## src/rtl/id_operand_stage.sv

```systemverilog
// ID-stage operand select, branch resolution, hazard stall FSM and ID/EX pipeline register.
// Optional performance counters are enabled by defining ID_PERF_CNT_EN.
module id_operand_stage #(
  parameter int unsigned CTRL_W = 12
) (
  input  logic              clk,
  input  logic              reset,
  input  logic [31:0]       rf_rs_data,
  input  logic [31:0]       rf_rt_data,
  input  logic [31:0]       ex_m_result,
  input  logic [31:0]       m_wb_data,
  input  logic [1:0]        forward_a,
  input  logic [1:0]        forward_b,
  input  logic [4:0]        if_id_rs,
  input  logic [4:0]        if_id_rt,
  input  logic [4:0]        if_id_rd,
  input  logic              uses_rt,
  input  logic              is_branch,
  input  logic              branch_ne,
  input  logic [31:0]       if_id_pc_plus4,
  input  logic [31:0]       imm_sext,
  input  logic [CTRL_W-1:0] ctrl_in,
  input  logic              id_ex_mem_read,
  input  logic              id_ex_reg_write,
  input  logic [4:0]        id_ex_dst,
  input  logic              ex_m_mem_read,
  input  logic [4:0]        ex_m_rd,
  output logic              stall,
  output logic              flush_if_id,
  output logic              branch_taken,
  output logic [31:0]       branch_target,
  output logic [31:0]       id_ex_rs_data,
  output logic [31:0]       id_ex_rt_data,
  output logic [31:0]       id_ex_imm,
  output logic [4:0]        id_ex_rs,
  output logic [4:0]        id_ex_rt,
  output logic [4:0]        id_ex_rd,
  output logic [CTRL_W-1:0] id_ex_ctrl,
`ifdef ID_PERF_CNT_EN
  output logic [31:0]       perf_stall_cnt,
  output logic [31:0]       perf_taken_cnt,
`endif
  output logic              id_ex_valid
);

  typedef enum logic {StRun, StHold} state_e;

  state_e      state_q;
  logic [1:0]  cnt_q;
  logic [31:0] op_a, op_b;
  logic        ex_hit, mem_hit, eq;
  logic [1:0]  need;

  always_comb begin
    case (forward_a)
      2'b01:   op_a = ex_m_result;
      2'b10:   op_a = m_wb_data;
      default: op_a = rf_rs_data;
    endcase
    case (forward_b)
      2'b01:   op_b = ex_m_result;
      2'b10:   op_b = m_wb_data;
      default: op_b = rf_rt_data;
    endcase
  end

  // r0 is never a real destination, so it can never create a hazard.
  assign ex_hit  = (id_ex_dst != 5'd0) &&
                   ((id_ex_dst == if_id_rs) || (uses_rt && (id_ex_dst == if_id_rt)));
  assign mem_hit = (ex_m_rd != 5'd0) &&
                   ((ex_m_rd == if_id_rs) || (uses_rt && (ex_m_rd == if_id_rt)));

  always_comb begin
    need = 2'd0;
    if (is_branch && ex_m_mem_read && mem_hit) need = 2'd1;
    if (is_branch && id_ex_reg_write && !id_ex_mem_read && ex_hit) need = 2'd1;
    if (id_ex_mem_read && ex_hit) need = is_branch ? 2'd2 : 2'd1;
  end

  // In HOLD the hazard inputs are ignored; the stall is unconditional.
  assign stall         = !reset && ((state_q == StHold) || (need != 2'd0));
  assign eq            = (op_a == op_b);
  assign branch_taken  = !reset && !stall && is_branch && (branch_ne ? !eq : eq);
  assign flush_if_id   = branch_taken;
  assign branch_target = if_id_pc_plus4 + {imm_sext[29:0], 2'b00};

  always_ff @(posedge clk) begin
    if (reset) begin
      state_q <= StRun;
      cnt_q   <= 2'd0;
    end else begin
      case (state_q)
        StRun: begin
          if (need == 2'd2) begin
            state_q <= StHold;
            cnt_q   <= 2'd1;
          end
        end
        StHold: begin
          cnt_q <= cnt_q - 2'd1;
          if (cnt_q <= 2'd1) state_q <= StRun;
        end
        default: begin
          state_q <= StRun;
          cnt_q   <= 2'd0;
        end
      endcase
    end
  end

  always_ff @(posedge clk) begin
    if (reset || stall) begin
      id_ex_rs_data <= '0;
      id_ex_rt_data <= '0;
      id_ex_imm     <= '0;
      id_ex_rs      <= '0;
      id_ex_rt      <= '0;
      id_ex_rd      <= '0;
      id_ex_ctrl    <= '0;
      id_ex_valid   <= 1'b0;
    end else begin
      id_ex_rs_data <= op_a;
      id_ex_rt_data <= op_b;
      id_ex_imm     <= imm_sext;
      id_ex_rs      <= if_id_rs;
      id_ex_rt      <= if_id_rt;
      id_ex_rd      <= if_id_rd;
      id_ex_ctrl    <= ctrl_in;
      id_ex_valid   <= 1'b1;
    end
  end

`ifdef ID_PERF_CNT_EN
  always_ff @(posedge clk) begin
    if (reset) begin
      perf_stall_cnt <= '0;
      perf_taken_cnt <= '0;
    end else begin
      if (stall && (perf_stall_cnt != 32'hFFFF_FFFF)) perf_stall_cnt <= perf_stall_cnt + 32'd1;
      if (branch_taken && (perf_taken_cnt != 32'hFFFF_FFFF)) begin
        perf_taken_cnt <= perf_taken_cnt + 32'd1;
      end
    end
  end
`endif

endmodule

```

## config.mk

```make
export PLATFORM = sky130hd
export DESIGN_NAME = id_operand_stage
export DESIGN_NICKNAME = d
export VERILOG_FILES = /design/src/rtl/id_operand_stage.sv
export SDC_FILE = /design/constraint.sdc
export NUM_CORES = 1
export LEC_CHECK = 0
export ABC_AREA = 1
export ABC_CLOCK_PERIOD_IN_PS = 3320
export CAP_MARGIN = 20
export CELL_PAD_IN_SITES_DETAIL_PLACEMENT = 1
export CELL_PAD_IN_SITES_GLOBAL_PLACEMENT = 1
export CORE_UTILIZATION = 26
export CTS_BUF_LIST = sky130_fd_sc_hd__clkbuf_8 sky130_fd_sc_hd__clkbuf_16
export CTS_CLUSTER_SIZE = 28
export DETAILED_ROUTE_END_ITERATION = 12
export GPL_ROUTABILITY_DRIVEN = 0
export PLACE_DENSITY_LB_ADDON = 0.1
export REMOVE_ABC_BUFFERS = 1
export SETUP_SLACK_MARGIN = 0.4
export SKIP_LAST_GASP = 1
export SLEW_MARGIN = 10
export SYNTH_ARGS = -nofsm -noshare
export SYNTH_HDL_FRONTEND = slang
export SYNTH_SLANG_ARGS = --single-unit
```

## constraint.sdc

```tcl
create_clock -name clk -period 3.32 [get_ports clk]
set_input_delay 0.664 -clock clk [delete_from_list [all_inputs] [get_ports clk]]
set_output_delay 0.664 -clock clk [all_outputs]
set_load 0.02 [all_outputs]
```

* Word-level counts from Yosys, hierarchy flattened
Cells that the tools add are included.
Word-level totals: bits in registers 127, logic and storage cells 63, output and inout bits 159, input bits 241
Cells by class: reduce and logical (&&, ||, !) cells 25, muxes and demuxes 13, add/subtract/negate cells 2, eq/ne operators 11, order comparisons 1, bitwise operators 1
Operators with widths (number):
- $pmux W32 S2 | 2
- $add A32 B32 Y32 | 1
- $eq A32 B32 Y1 | 1
- $eq A5 B5 Y1 | 4
- $logic_and A1 B1 Y1 | 14
- $reduce_bool A5 Y1 | 2
- $mux W2 | 4
- $eq A2 B2 Y1 const B | 3
- $mux W1 | 5
- $eq A2 B1 Y1 const B | 2
- $logic_not A1 Y1 | 4
- $logic_or A1 B1 Y1 | 4
- $pmux W2 S2 | 1
- $le A2 B1 Y1 const B | 1
- $ne A2 B2 Y1 const B | 1
- $pmux W1 S2 | 1
- $reduce_bool A2 Y1 | 1
- $sub A2 B1 Y2 const B | 1
- $not A1 Y1 | 1

* Logic depth before layout (Yosys ltp)
Gate-level depths: netlist of the first run.
word-level depth 15, mapped depth 18, mapped depth without buffers 16

* Worst setup path before layout of the first run
OpenSTA, ideal clock, no wires.
path type input -> output, start in forward_a[0], end out flush_if_id, stages 16, buffers on the path 2, required time 2656 ps, arrival 2482 ps, setup slack 174 ps, path through inv_1 -> ha_1 -> inv_2 -> clkbuf_1 -> or2_2 -> nand2_1 -> xnor2_1 -> nand2_1 -> nor2_1 -> nand2_1 -> nor2_2 -> nand2_1 -> nand2_1 -> nand2_1 -> nor2_2 -> buf_4
Between the ends: cells in the longest elaborated chain, start to end 6, elaborated cells between the ends (all ways) 7, those cells by class eq/ne (3); mux (2); reduce/logical (2)
Ends and longest elaborated chain:
- start, declared | line 12 | input logic [1:0] forward_a,
- $eq A2 B2 Y1 or $eq A2 B1 Y1 (tied branches) | line 55 | case (forward_a)
- $pmux W32 S2 (*) | line 55
- $eq A32 B32 Y1 (*) | line 82 | assign eq = (op_a == op_b);
- $logic_not A1 Y1 | line 83 | assign branch_taken = !reset && !stall && is_branch && (branch_ne ? !eq : eq);
- $mux W1 (*) | line 83
- $logic_and A1 B1 Y1 (*) | line 83
- end, declared | line 29 | output logic flush_if_id,
Every way passes the cells marked *; elsewhere a longest branch is shown, timed or not.

* Worst setup path after layout of the first run
start in forward_b[1], end reg id_ex_rt_data[4]
Between the ends: cells in the longest elaborated chain, start to end 2, elaborated cells between the ends (all ways) 3, those cells by class eq/ne (2); mux (1)
Ends and longest elaborated chain:
- start, declared | line 13 | input logic [1:0] forward_b,
- $eq A2 B2 Y1 or $eq A2 B1 Y1 (tied branches) | line 60 | case (forward_b)
- $pmux W32 S2 (*) | line 60
- end signal, assigned | line 123 | id_ex_rt_data <= op_b;
- end, declared | line 33 | output logic [31:0] id_ex_rt_data,
Marks and branches as above. A chain may end at the register's enable or synchronous reset.

==> impl_metrics.tcl, run 1 <==
set metrics [dict create \
    layout_setup_ws_ns -0.241 \
    vias_per_cell 4.85 \
    area_growth_pct 123 \
    wire_per_inst_um 21.0 \
    rows 61 \
    period_needed_ns 3.56 \
    max_stage_delay_ns 0.28 \
    ys_seq_elements 127 \
    p_leak_nw 7.88 \
    clock_sinks 127 \
    fin_skew_ns 0.0109 \
    yosysUniqueCellTypes 39 \
    cp.required_ns 3.68 \
    instances_no_fill 2283 \
    place_inst 2092 \
    crit_path_top_delay_cell "ha_4" \
    finalMaxSlewViolations 0 \
    worst_slew_pin_slew_ns 0.873 \
    final_nets 2163 \
    cts_made_buffers 17 \
    setup_tns_ns -1.04 \
    timing.final.hold_violations 0 \
    start_kind "input pin" \
    crit_top_cell "buf_4" \
    endpoint_kind "register" \
    antenna_found_initial 4 \
    synthFlopType "dfxtp_1" \
    relSlewSlack_pct 41.8 \
    ys_warn_count 0 \
    cellPowerDensity_nw_per_um2 413 \
    critPathArrivalTime_ns 3.92 \
    drc 0 \
    timing.final.crit_share_pct 107 \
    synth.most_common_cell "nand2_1" \
    yosysTopAreaCell "dfxtp_1" \
    num_vias 11100 \
    synth_area_um2 7540 \
    max_freq_mhz 281 \
    grt_pass1_wl_mm 67.3 \
    rsz0062_at_grt "true" \
    cts_root_buf "clkbuf_16" \
    worstSetupPathType "input pin to register" \
    core_um2 28200 \
    ios 400 \
    start_util_pct 26.8 \
    cts_tree "built" \
    grt_usage_pct 30.4 \
    violations "setup timing" \
    die_h_um 172 \
    setup_violations 6 \
    wl_mm 47.9 \
    cts.htree.levels 4 \
    port_buffers 395 \
    die_x_um 172 \
    crit_start "forward_b[1]" \
    clk_path_buf_depth 2 \
    synth_common_cells "329 x nand2_1, 162 x nor2_1, 130 x inv_1, 127 x dfxtp_1, 89 x nand3_1" \
    firstDrtPassIters 5 \
    hp-start "imm_sext[0]" \
    synth-seq-area-share_pct 33.7 \
    async_flop_share_pct 0 \
    dieArea_um2 29700 \
    drive_gt1_share_pct 39.8 \
    netlist.area_leader.share_pct 33.7 \
    synth_area_leaders "dfxtp_1 34%, nand2_1 16%, nor2_1 8.1%" \
    rr_startpoint "state_q$_SDFF_PP0_" \
    synth_cells 1159 \
    ir_worst_vdd_mv 0.238 \
    overflow 0 \
    cap_violations 0 \
    cp_max_fo 8 \
    grt_pass1_vias 12000 \
    clkSlewWorstSetupHoldPaths_ns 0.07 \
    status "finished with violations" \
    ant_nets 0 \
    min_path_type "input pin to register" \
    drtIter0Drc 536 \
    hpwl_mm 28.1 \
    grt_max_degree 69 \
    clk_latency_ns 0.43 \
    avgSynthCellArea_um2 6.51 \
    synth_edf_count 0 \
    nFillCells 3356 \
]
## state kept, by name (all words and copies together) (netlist names)
signal / cells
id_ex_rs: 5
id_ex_rs_data: 32
id_ex_rd: 5
id_ex_rt: 5
id_ex_imm: 32
id_ex_rt_data: 32
state_q: 1
cnt_q: 2
id_ex_ctrl: 12
id_ex_valid: 1
## area by class of cell
class / count / area, um^2 / share of cell area [%]
Timing Repair Buffer: 749 / 6850 / 40.7
Multi-Input combinational cell: 847 / 5770 / 34.3
Sequential cell: 127 / 2540 / 15.1
Inverter: 145 / 569 / 3.38
Tap cell: 378 / 473 / 2.81
Clock buffer: 18 / 439 / 2.61
Clock inverter: 14 / 181 / 1.08
Antenna cell: 5 / 12.5 / 0.0743
## metrics by stage
step,hold slack (ns),worst slack (ns),cell area [um^2],power (mW),utilization (%)
global route,0.442,-0.333,16800,7.22,59.8
floorplan,0.452,-0.782,7280,2.70,-
detailed placement,0.490,-1.09,13300,4.03,47.3
global placement,0.479,-1.03,13300,3.99,47.3
finish,0.441,-0.241,16800,6.96,59.8
CTS,0.429,-0.0814,16300,6.67,58.0
## cells by family (layout without fill, tap and decap cells)
family	count (synthesis)	in the layout	share of synthesized area, %
compound gates	116	116	8.50
xor+xnor	42	42	4.88
fa+ha+maj	35	35	5.91
buf+inv	185	926	10.6
flops	127	127	33.7
other cells	0	5	0
simple gates	654	654	36.4
## routing by layer
| layer | wire, um | share of wire (%) | GRT usage (%) |
|---|---|---|---|
| met1 | 17800 | 37 | 31.3 |
| met2 | 24800 | 52 | 57.0 |
| met3 | 2630 | 5.5 | 5.58 |
| met4 | 2700 | 5.6 | 17.7 |
| met5 | 13 | 0.027 | 0 |
## worst max-delay path: cells and delay by family
kind | cells | cell delay (ns)
adders and majority gates | 1 | 0.28
buffers and inverters | 22 | 2.65
and+or+nand+nor | 3 | 0.31
## cell usage in the layout, fill, tap and decap left out, types with 7 or more instances in the layout
| cell | instances |
|---|---|
| clkbuf_16 | 18 |
| buf_8 | 7 |
| xnor2_1 | 14 |
| dfxtp_1 | 127 |
| a21oi_1 | 10 |
| o21ai_2 | 14 |
| o22ai_1 | 7 |
| nand2_4 | 27 |
| clkdlybuf4s50_1 | 292 |
| buf_6 | 55 |
| or2_4 | 7 |
| dlymetal6s2s_1 | 8 |
| nand4_1 | 13 |
| a21oi_2 | 20 |
| o21ai_4 | 7 |
| buf_12 | 10 |
| or2_2 | 20 |
| buf_4 | 317 |
| nand2_2 | 31 |
| nor2_2 | 12 |
| nand3_1 | 67 |
| buf_2 | 35 |
| dlygate4sd2_1 | 11 |
| or2_1 | 10 |
| a21oi_4 | 14 |
| nor2_1 | 137 |
| nand3_2 | 19 |
| nand2_1 | 270 |
| inv_1 | 105 |
| nor2_4 | 16 |
| xor2_1 | 16 |
| o21ai_1 | 23 |
| ha_4 | 31 |
| inv_2 | 30 |
## worst paths after layout
path	end	slack [ns]	cells past startpoint
max	id_ex_rt_data[4]$_SDFF_PP0_	-0.24	26
max reg2reg	id_ex_rt_data[11]$_SDFF_PP0_	1.49	5
min reg2reg	cnt_q[1]$_SDFFE_PP0P_	0.49	2
min	id_ex_imm[0]$_SDFF_PP0_	0.44	3
## timing repair
action                     in CTS  in global routing
cloned                          6                  1
setup endpoints to repair      32                 34
pin swaps                     157                 96
resized for setup             692                133
buffers inserted              133                 14
hold buffers                    0                  0
## power by group
group / internal, mW / switching [mW] / total [mW]
Sequential: 1.65 / 0.0448 / 1.70
Clock: 1.22 / 0.841 / 2.06
Combinational: 1.62 / 1.58 / 3.20
Power figures use the tool's default switching activity.
==> run 2: changes to the inputs <==
Settings changed: ABC_AREA 1 to not set.
==> run 2 against run 1 <==
The flow still finishes with violations (setup timing). Final cell count decreased by 27%. Clock power decreased by 2%. Die area decreased by 14%. Non-clock buffer count decreased by 106. Wire length shrank 29%. Register-to-register slack better by 0.12 ns. Setup slack lost 0.17 ns. Global-route usage down 4.9 points. Sequential cell count unchanged. Sequential power about the same. Core utilization decreased by 0.61 points. Largest cell class unchanged. Highest routed layer is now met4.
==> impl_metrics.tcl, run 2 <==
set metrics [dict create \
    seq_area_um2 2540 \
    synth_cells 716 \
    synth_edf_count 0 \
    cts_made_buffers 17 \
    synthFlopType "dfxtp_1" \
    crit_start "forward_a[0]" \
    critPathArrivalTime_ns 4.09 \
    area_growth_pct 123 \
    place_inst 1571 \
    ir_worst_vdd_mv 0.256 \
    relSlewSlack_pct 51.4 \
    synthAdderAreaFrac_pct 6.91 \
    fin_skew_ns 0.0122 \
    dieArea_um2 25400 \
    core_um2 24300 \
    endpoint_kind "register" \
    ios 400 \
    finalMaxSlewViolations 0 \
    num_vias 8159 \
    synth-compound-area-share_pct 23.5 \
    p_leak_nw 6.00 \
    endpoint "id_ex_rs_data[26]$_SDFF_PP0_" \
    top_layer "met4" \
    cts.htree.levels 4 \
    overflow 0 \
    yosysUniqueCellTypes 51 \
    synth_common_cells "127 x dfxtp_1, 89 x nor2_1, 79 x o21ai_0, 64 x a221o_1" \
    ys_seq_elements 127 \
    max_freq_mhz 268 \
    ys_warn_count 0 \
    ant_nets 0 \
    max_stage_delay_ns 0.38 \
    wire_per_inst_um 20.3 \
    wl_met2_mm 17.8 \
    yosys.area_share.xor_xnor_pct 10.6 \
    crit-reg2reg-capture "id_ex_imm[0]$_SDFF_PP0_" \
    rsz0062_at_grt "true" \
    start_kind "input pin" \
    final_nets 1613 \
    drive_gt1_share_pct 37.5 \
    r2r_slack_ns 1.61 \
    period_needed_ns 3.73 \
    clock_sinks 127 \
    cellPowerDensity_nw_per_um2 442 \
    min_path_type "input pin to register" \
    drt-met1-wl_mm 12.7 \
    port_buffers 395 \
    yosysTopAreaCell "dfxtp_1" \
    clk_latency_ns 0.43 \
    synth_top_family_by_area "compound AO/OA/AOI/OAI gates" \
    synth_area_leaders "dfxtp_1 39%, a221o_1 9.9%, xnor2_1 7.9%" \
    multi_input_area_um2 4710 \
    cts_tree "built" \
    instances_no_fill 1678 \
    worstSetupPathType "input pin to register" \
    die_h_um 159 \
    synthMuxAreaShare_pct 0 \
    firstDrtPassIters 4 \
    synth.most_common_cell "dfxtp_1" \
    layout_commonest_cell "clkdlybuf4s50_1" \
    hpwl_mm 23.0 \
    final_area_um2 14400 \
    vias_per_cell 4.86 \
    drtIter0Drc 301 \
    grt_max_degree 66 \
    cap_violations 0 \
    final_cell_mix "302 x clkdlybuf4s50_1, 223 x buf_4, 127 x dfxtp_1" \
    grt_usage_pct 25.4 \
    grt_pass1_vias 8880 \
    cp_max_fo 8 \
    timing.final.crit_share_pct 112 \
    hold_buffers 0 \
    start_util_pct 26.5 \
    setup_violations 15 \
    wl_mm 34.1 \
    synth-seq-area-share_pct 39.4 \
    crit_path_top_delay_cell "ha_4" \
    cp.required_ns 3.68 \
    worst_r2r_path_depth 6 \
    status "finished with violations" \
    worst_slew_pin_slew_ns 0.730 \
    crit_top_cell "buf_4" \
    violations "setup timing" \
    async_flop_share_pct 0 \
    layout_setup_ws_ns -0.406 \
    nFillCells 2647 \
    synth_area_um2 6440 \
    grt_pass1_wl_mm 49.7 \
    die_x_um 159 \
    timing.final.hold_violations 0 \
    place_area_um2 12000 \
    yosys.area_share.simple_pct 16.0 \
    drc 0 \
    rows 57 \
    avgSynthCellArea_um2 9.00 \
    rr_startpoint "state_q$_SDFF_PP0_" \
    clk_path_buf_depth 2 \
    wl_met3_mm 2.04 \
    top_regs "id_ex_imm: 32 flops, id_ex_rs_data: 32 flops, id_ex_rt_data: 32 flops" \
    cts_root_buf "clkbuf_16" \
    antenna_found_initial 4 \
    clkSlewWorstSetupHoldPaths_ns 0.07 \
    netlist.area_leader.share_pct 39.4 \
]
## run 2: logic make-up after synthesis
kind of cell / Yosys count
AO/OA/AOI/OAI: 211
AND/OR/NAND/NOR: 208
flip-flops: 127
XOR/XNOR: 78
buffers and inverters: 57
adder cells (fa/ha/maj): 35
## run 2: how the worst min path moves through the flow
| stage | start | endpoint | slack (ns) | cells after the start |
|---|---|---|---|---|
| 2_1_floorplan | cnt_q[0]$_SDFFE_PP0P_ | cnt_q[0]$_SDFFE_PP0P_ | 0.44 | 1 |
| 3_3_place_gp | cnt_q[0]$_SDFFE_PP0P_ | cnt_q[0]$_SDFFE_PP0P_ | 0.46 | 1 |
| 3_5_place_dp | cnt_q[0]$_SDFFE_PP0P_ | cnt_q[0]$_SDFFE_PP0P_ | 0.48 | 1 |
| 4_1_cts | imm_sext[0] | id_ex_imm[0]$_SDFF_PP0_ | 0.43 | 2 |
| 5_1_grt | imm_sext[9] | id_ex_imm[9]$_SDFF_PP0_ | 0.43 | 2 |
| 6_report | imm_sext[9] | id_ex_imm[9]$_SDFF_PP0_ | 0.45 | 2 |
## run 2: power by group
part / switching, mW / internal (mW)
Combinational: 1.22 / 1.43
Sequential: 0.0387 / 1.65
Clock: 0.855 / 1.16
Total: 2.12 / 4.25
## run 2: layout make-up
type | instances | area share [%]
timing repair inverter | 1 | 0.0609
tap | 324 | 2.82
clock buffer | 18 | 3.05
sequential | 127 | 17.7
timing repair buffer | 643 | 41.9
clock inverter | 14 | 1.20
multi-input combinational | 532 | 32.7
antenna | 4 | 0.0696
inverter | 15 | 0.548
## run 2: what timing repair did
action | 4_1_cts | 5_1_grt
pin swaps | 113 | 72
endpoints found under the setup margin | 32 | 29
cloned | 6 | 0
setup buffers | 47 | 18
gates resized for setup | 572 | 114
## run 2: worst max-delay path, delay by kind of cell
family	cells	cell delay, ns
simple gates	1	0.07
buf+inv	23	2.69
compound gates	2	0.25
fa+ha+maj	1	0.38
## run 2: layer usage
layer | up-vias | track usage [%]
li1 | 3838 | -
met2 | 310 | 46.1
met3 | 84 | 7.29
met1 | 3927 | 26.9
met4 | 0 | 12.3
met5 | - | 0
## run 2: through the flow
step	util [%]	hold WS (ns)	setup WS [ns]	total power, mW	TNS, ns
3_3_place_gp	49.5	0.460	-1.35	3.85	-24.63
2_1_floorplan	-	0.440	-0.653	2.62	-1.58
5_1_grt	59.2	0.435	-0.442	6.62	-4.35
4_1_cts	57.3	0.431	-0.309	6.22	-2.30
6_report	59.2	0.446	-0.406	6.36	-2.85
3_5_place_dp	49.5	0.476	-1.42	3.87	-25.85
